### src/rtl/pmodr2r_sample_pacer.sv
// Paced DAC-code source: AXI-Stream in, FIFO, one code per sample period onto a GPIO tri bundle.
// Optional macro PMODR2R_PACER_TLAST_EN stores tlast with each code and pulses frame_done on pop.
module pmodr2r_sample_pacer #(
  parameter int unsigned DIV_WIDTH  = 16,
  parameter int unsigned FIFO_DEPTH = 16,
  parameter logic [7:0]  IDLE_CODE  = 8'h80
) (
  input  logic                        aclk,
  input  logic                        aresetn,
  input  logic [7:0]                  s_axis_tdata,
  input  logic                        s_axis_tvalid,
  output logic                        s_axis_tready,
  input  logic                        s_axis_tlast,
  input  logic                        enable,
  input  logic [DIV_WIDTH-1:0]        div,
  input  logic                        clear_underrun,
  output logic [7:0]                  gpio_out_tri_o,
  output logic [7:0]                  gpio_out_tri_t,
  input  logic [7:0]                  gpio_out_tri_i,
  output logic [$clog2(FIFO_DEPTH):0] fifo_level,
  output logic                        underrun,
  output logic                        frame_done
);
  localparam int unsigned AW = $clog2(FIFO_DEPTH);
  localparam int unsigned PW = AW + 1;
`ifdef PMODR2R_PACER_TLAST_EN
  localparam int unsigned EW = 9;
`else
  localparam int unsigned EW = 8;
`endif

  logic [EW-1:0]        mem [FIFO_DEPTH];
  logic [PW-1:0]        wr_ptr;
  logic [PW-1:0]        rd_ptr;
  logic [DIV_WIDTH-1:0] cnt;

  logic          tick_c;
  logic          empty_c;
  logic          full_c;
  logic          push_c;
  logic          pop_c;
  logic [PW-1:0] level_nxt_c;
  logic [EW-1:0] wr_entry_c;
  logic [EW-1:0] rd_entry_c;

  // Readback from the remap stage is not needed; tlast is only consumed with the macro.
  logic unused_inputs;
  assign unused_inputs = ^{gpio_out_tri_i, s_axis_tlast};

  assign gpio_out_tri_t = 8'h00;

  assign empty_c = (wr_ptr == rd_ptr);
  assign full_c  = (wr_ptr[AW] != rd_ptr[AW]) && (wr_ptr[AW-1:0] == rd_ptr[AW-1:0]);
  // >= so that lowering div below the running count ticks at once instead of wrapping.
  assign tick_c  = enable && (cnt >= div);
  assign push_c  = s_axis_tvalid && s_axis_tready && !full_c;
  assign pop_c   = tick_c && !empty_c;

  always_comb begin
    level_nxt_c = fifo_level;
    if (push_c && !pop_c) begin
      level_nxt_c = fifo_level + PW'(1);
    end else if (pop_c && !push_c) begin
      level_nxt_c = fifo_level - PW'(1);
    end
  end

`ifdef PMODR2R_PACER_TLAST_EN
  assign wr_entry_c = {s_axis_tlast, s_axis_tdata};
`else
  assign wr_entry_c = s_axis_tdata;
`endif
  assign rd_entry_c = mem[rd_ptr[AW-1:0]];

  // Storage array, no reset needed: entries are only read behind the write pointer.
  always_ff @(posedge aclk) begin
    if (push_c) begin
      mem[wr_ptr[AW-1:0]] <= wr_entry_c;
    end
  end

  always_ff @(posedge aclk) begin
    if (!aresetn) begin
      wr_ptr         <= '0;
      rd_ptr         <= '0;
      fifo_level     <= '0;
      s_axis_tready  <= 1'b0;
      cnt            <= '0;
      gpio_out_tri_o <= IDLE_CODE;
      underrun       <= 1'b0;
      frame_done     <= 1'b0;
    end else begin
      if (push_c) begin
        wr_ptr <= wr_ptr + PW'(1);
      end
      if (pop_c) begin
        rd_ptr <= rd_ptr + PW'(1);
      end
      fifo_level    <= level_nxt_c;
      s_axis_tready <= (level_nxt_c != PW'(FIFO_DEPTH));
      cnt           <= (!enable || tick_c) ? '0 : cnt + DIV_WIDTH'(1);
      if (!enable) begin
        gpio_out_tri_o <= IDLE_CODE;
      end else if (pop_c) begin
        gpio_out_tri_o <= rd_entry_c[7:0];
      end
      // A new underrun in the same cycle as a clear keeps the flag set.
      underrun <= (tick_c && empty_c) || (underrun && !clear_underrun);
`ifdef PMODR2R_PACER_TLAST_EN
      frame_done <= pop_c && rd_entry_c[8];
`else
      frame_done <= 1'b0;
`endif
    end
  end

endmodule

### config.mk
export PLATFORM = sky130hd
export DESIGN_NAME = pmodr2r_sample_pacer
export DESIGN_NICKNAME = d
export VERILOG_FILES = /design/src/rtl/pmodr2r_sample_pacer.sv
export SDC_FILE = /design/constraint.sdc
export NUM_CORES = 1
export LEC_CHECK = 0
export BUFFER_PORTS_ARGS = -buffer_cell sky130_fd_sc_hd__buf_2
export CORE_MARGIN = 8
export CORE_UTILIZATION = 66
export CTS_BUF_LIST = sky130_fd_sc_hd__clkbuf_8
export DETAILED_ROUTE_END_ITERATION = 8
export PLACE_DENSITY = 0.87
export SYNTH_ARGS = -nofsm -noshare
export SYNTH_HDL_FRONTEND = slang
export SYNTH_SLANG_ARGS = --single-unit
### constraint.sdc
create_clock -name aclk -period 4.7 [get_ports aclk]
set_input_delay 0.235 -clock aclk [delete_from_list [all_inputs] [get_ports aclk]]
set_output_delay 0.235 -clock aclk [all_outputs]
set_load 0.05 [all_outputs]
==> summary.md <==
| Metric | Value |
|---|---|
| Sink of the worst hold path | gpio_out_tri_o[7]$_SDFFE_PN1P_ |
| CP Launch Type | register |
| Seq cells post-synth | 169 |
| Leading register cell type out of synthesis | edfxtp_1 |
| Initial standard-cell utilization of the core | 67.7% |
| Count of hold buffers inserted by post-cts repair | 0 |
| Least-Margin Pin Slew | 1.19 ns |
| Post-Synthesis Mean Instance Area | 15.0 µm² |
| Post-Synthesis Cell Area | 7330 µm² |
| Antenna Violating Nets Remaining | 0 |
| Highest clock frequency the design can meet | 318 MHz |
| Worst hold path type | primary input to register |
| Synthesized instance count | 488 |
| Post-placement setup slack | 1.61 ns |
| Type of the worst setup path | register to register |
| Required time reported for the critical path endpoint | 5.01 ns |
| Die outline width | 121 µm |
| Final setup skew | 0.0124 ns |
| Global-route usage over all layers | 21.2% |
| RSZ-0062 raised after global routing | no |
| Routability cong. | 0.824 |
| Number of buffers between clock root and the deepest sink | 2 |
| Proportion of register bits with asynchronous set or reset after synthesis | 0% |
| Post-detailed-routing wire length | 15000 µm |
| Standby leakage power | 2.78 nW |
| CTS tree | done |
| Share of the clock period used by the worst path after layout | 66.9% |
| Final count of hold timing violations | 0 |
| Source of the worst hold timing path | enable |
| Row cnt | 38 |
| DR pass1 iterations | 6 |
| Port buffer count | 43 |
| Via count of the first global-routing pass | 4326 |
| Average detailed-routed wire length per instance | 21.8 µm |
| Aggregate global routing overflow | 0 |
| Number of unique standard cell types used by synthesis | 44 |
| Run status | finished clean |
| Die area | 14700 µm² |
| Time the final worst path needs with I/O delays and setup | 3.15 ns |
| Violation count after the first detailed-route iteration | 480 |
| Post-synth EDFFs | 128 |
| Max-cap check violation count | 0 |
| Ratio of routed vias to standard cells | 6.22 |
| Filler cell count | 613 |
| Clock Sink Count | 169 |
| Number of primary I/O pins | 62 |
| Maximum number of pins on one net before global-route repair | 37 |
| Wire length of the first global-routing pass | 23400 µm |
| DRC violations left | 0 |
| Worst stage delay on the critical path | 0.96 ns |
| Worst Reg-to-Reg Cells | 8 |
| Final setup violation count | 0 |
| Clk Tree Root Cell | clkbuf_8 |
| Cell type of the slowest stage on the worst timing path | a21oi_2 |
| Highest fanout seen on the critical path | 21 |
| Number of buffers inserted during clock tree synthesis | 17 |
| Share of final-layout standard cells stronger than drive strength 1 | 23.3% |
| Sequential-to-total area share from yosys stat | 63.6% |
| Worst setup EP type | register |
| Estimated wirelength of the detail-placed design | 10000 µm |
| Arrival time of the worst setup path | 3.45 ns |
| Worst path setup slack after routing | 1.55 ns |
| Number of nets at the end of the flow | 598 |
| Core ar. | 10800 µm² |
| Minimum setup slack among reg-to-reg paths | 1.55 ns |
| Clk slew on worst S/H paths | 0.09 ns |
| Critical path, cell by cell | ha_1 -> nand4_1 -> nor3_1 -> a311oi_4 -> a21oi_2 -> xnor2_1 -> o22ai_1 -> a41oi_2 |
| Min-Delay Path Depth | 2 |
| Resize count post-CTS | 0 |
| Max IR drop VDD | 279 µV |
| Capture instance of the worst register-to-register path | s_axis_tready$_SDFF_PN0_ |
| Level count of the clock H-tree | 4 |
| Count of yosys warnings during synthesis | 0 |
| Pins over their slew limit | 0 |
| Later-pin clock latency in the skew report | 0.45 ns |
| Post-route setup TNS | 0 ns |
| Synthesis-to-finish area growth | 9.83% |
| Count of inserted antenna diode cells | 0 |
| Worst slew margin relative to its limit | 20.5% |
| Initial antenna violation count | 0 |
| Setup Buffers After CTS | 0 |
| Startpoint of the worst-slack reg-to-reg timing path | cnt[14]$_SDFF_PP0_ |
| Die extent in y | 121 µm |
| Count of vias placed by the detailed router | 4283 |
| Pwr dens | 354 nW/µm² |
## worst max-delay path by stage
stage	startpoint	to	slack, ns	cells after the start
after global placement	div[14]	s_axis_tready$_SDFF_PN0_	1.74	10
final	cnt[14]$_SDFF_PP0_	s_axis_tready$_SDFF_PN0_	1.55	8
after CTS	cnt[14]$_SDFF_PP0_	s_axis_tready$_SDFF_PN0_	1.58	8
after global routing	cnt[14]$_SDFF_PP0_	s_axis_tready$_SDFF_PN0_	1.44	8
after floorplan	cnt[0]$_SDFF_PP0_	s_axis_tready$_SDFF_PN0_	2.27	10
after detailed placement	div[14]	s_axis_tready$_SDFF_PN0_	1.61	10
## cells in the final DEF (no fill, tap or decap), types with 2 or more instances in the layout
| cell type | n |
|---|---|
| mux4_2 | 40 |
| xnor2_1 | 14 |
| nand2b_1 | 4 |
| dfxtp_1 | 40 |
| inv_1 | 30 |
| xor2_1 | 12 |
| or4_1 | 2 |
| nand2_1 | 34 |
| buf_4 | 6 |
| clkbuf_8 | 17 |
| a21oi_1 | 13 |
| xnor2_2 | 4 |
| nor4_1 | 2 |
| o21ai_1 | 3 |
| mux2i_1 | 4 |
| a2111o_1 | 2 |
| nand3_1 | 12 |
| ha_1 | 24 |
| nor3_1 | 6 |
| nand4_1 | 10 |
| conb_1 | 9 |
| o21ai_0 | 4 |
| clkinv_4 | 2 |
| inv_6 | 4 |
| bufinv_16 | 3 |
| inv_8 | 2 |
| edfxtp_1 | 128 |
| nor2_1 | 48 |
| and3_1 | 4 |
| and2_1 | 4 |
| buf_2 | 43 |
## logic make-up after synthesis
group	synth area share (%)
xor gates and xnor gates	3.99
buffers and inverters	3.84
other	0.0511
AOI/OAI and AO/OA	3.75
DFF	63.6
adders and majority gates	4.09
muxes	12.8
and+or+nand+nor	7.85
## synth_stat cells, types with 2 or more instances
| library cell | n | area [µm²] |
|---|---|---|
| and2_1 | 4 | 25.0 |
| mux2i_1 | 4 | 40.0 |
| a21oi_1 | 13 | 65.1 |
| nor4_1 | 2 | 12.5 |
| and3_1 | 4 | 25.0 |
| buf_6 | 3 | 33.8 |
| xor2_1 | 12 | 105 |
| nand4_1 | 10 | 62.6 |
| clkbuf_1 | 8 | 30.0 |
| ha_1 | 24 | 300 |
| o21ai_1 | 3 | 15.0 |
| o21ai_0 | 4 | 20.0 |
| nor2_1 | 48 | 180 |
| nand2_1 | 34 | 128 |
| buf_2 | 6 | 30.0 |
| xnor2_1 | 14 | 123 |
| or4_1 | 2 | 15.0 |
| mux4_2 | 40 | 901 |
| a2111o_1 | 2 | 22.5 |
| inv_1 | 28 | 105 |
| edfxtp_1 | 128 | 3840 |
| nand3_1 | 12 | 60.1 |
| xnor2_2 | 4 | 65.1 |
| dfxtp_1 | 41 | 821 |
| buf_4 | 11 | 82.6 |
| nand2b_1 | 4 | 25.0 |
| nor3_1 | 6 | 30.0 |
## report_power, final
group,internal [mW],switching (mW)
Clock,0.542,0.551
Combinational,0.0406,0.0933
Sequential,1.61,0.00952
Total,2.19,0.654
## state kept, by name, summed over array words and instances (netlist names)
signal,cells
gpio_out_tri_o,8
mem,128
wr_ptr,5
fifo_level,5
s_axis_tready,1
underrun,1
rd_ptr,5
cnt,16
## worst max-delay path: cells and delay by family (launching register included)
kind            cells  cell delay [ns]
flops               1             0.35
xor+xnor            1             0.24
compound gates      4             1.58
fa+ha+maj           1             0.32
simple gates        2             0.51
## metrics by stage
| step | util [%] | power (mW) | hold WS [ns] | instances | area [µm²] |
|---|---|---|---|---|---|
| 5_1_grt | 74.3 | 2.92 | 0.0103 | 689 | 8060 |
| 3_5_place_dp | 70.3 | 1.79 | 0.446 | 657 | 7620 |
| 4_1_cts | 74.3 | 2.86 | 0.0197 | 689 | 8060 |
| 3_3_place_gp | 70.3 | 1.78 | 0.443 | 657 | 7620 |
| 6_report | 74.3 | 2.85 | 0.0305 | 689 | 8060 |
| 2_1_floorplan | - | 1.74 | 0.307 | 496 | 7360 |
## layout make-up
class / count / area (µm²) / area share, %
flip-flops and latches: 169 / 4670 / 57.9
multi-input cells: 271 / 2420 / 30.0
inverters: 28 / 105 / 1.30
clock buffers: 17 / 234 / 2.90
well taps: 140 / 175 / 2.17
clock inverters: 15 / 196 / 2.44
repair buffers: 49 / 260 / 3.23
## layer usage
layer / part of all wire (%) / up-vias / GRT usage, % / routed length, µm
met1: 38 / 2142 / 25.3 / 5760
li1: - / 1899 / - / -
met5: 0 / - / 0 / 0
met3: 7.6 / 36 / 5.40 / 1150
met2: 52 / 206 / 36.1 / 7810
met4: 2.2 / 0 / 8.79 / 327
Power figures use the tool's default switching activity.
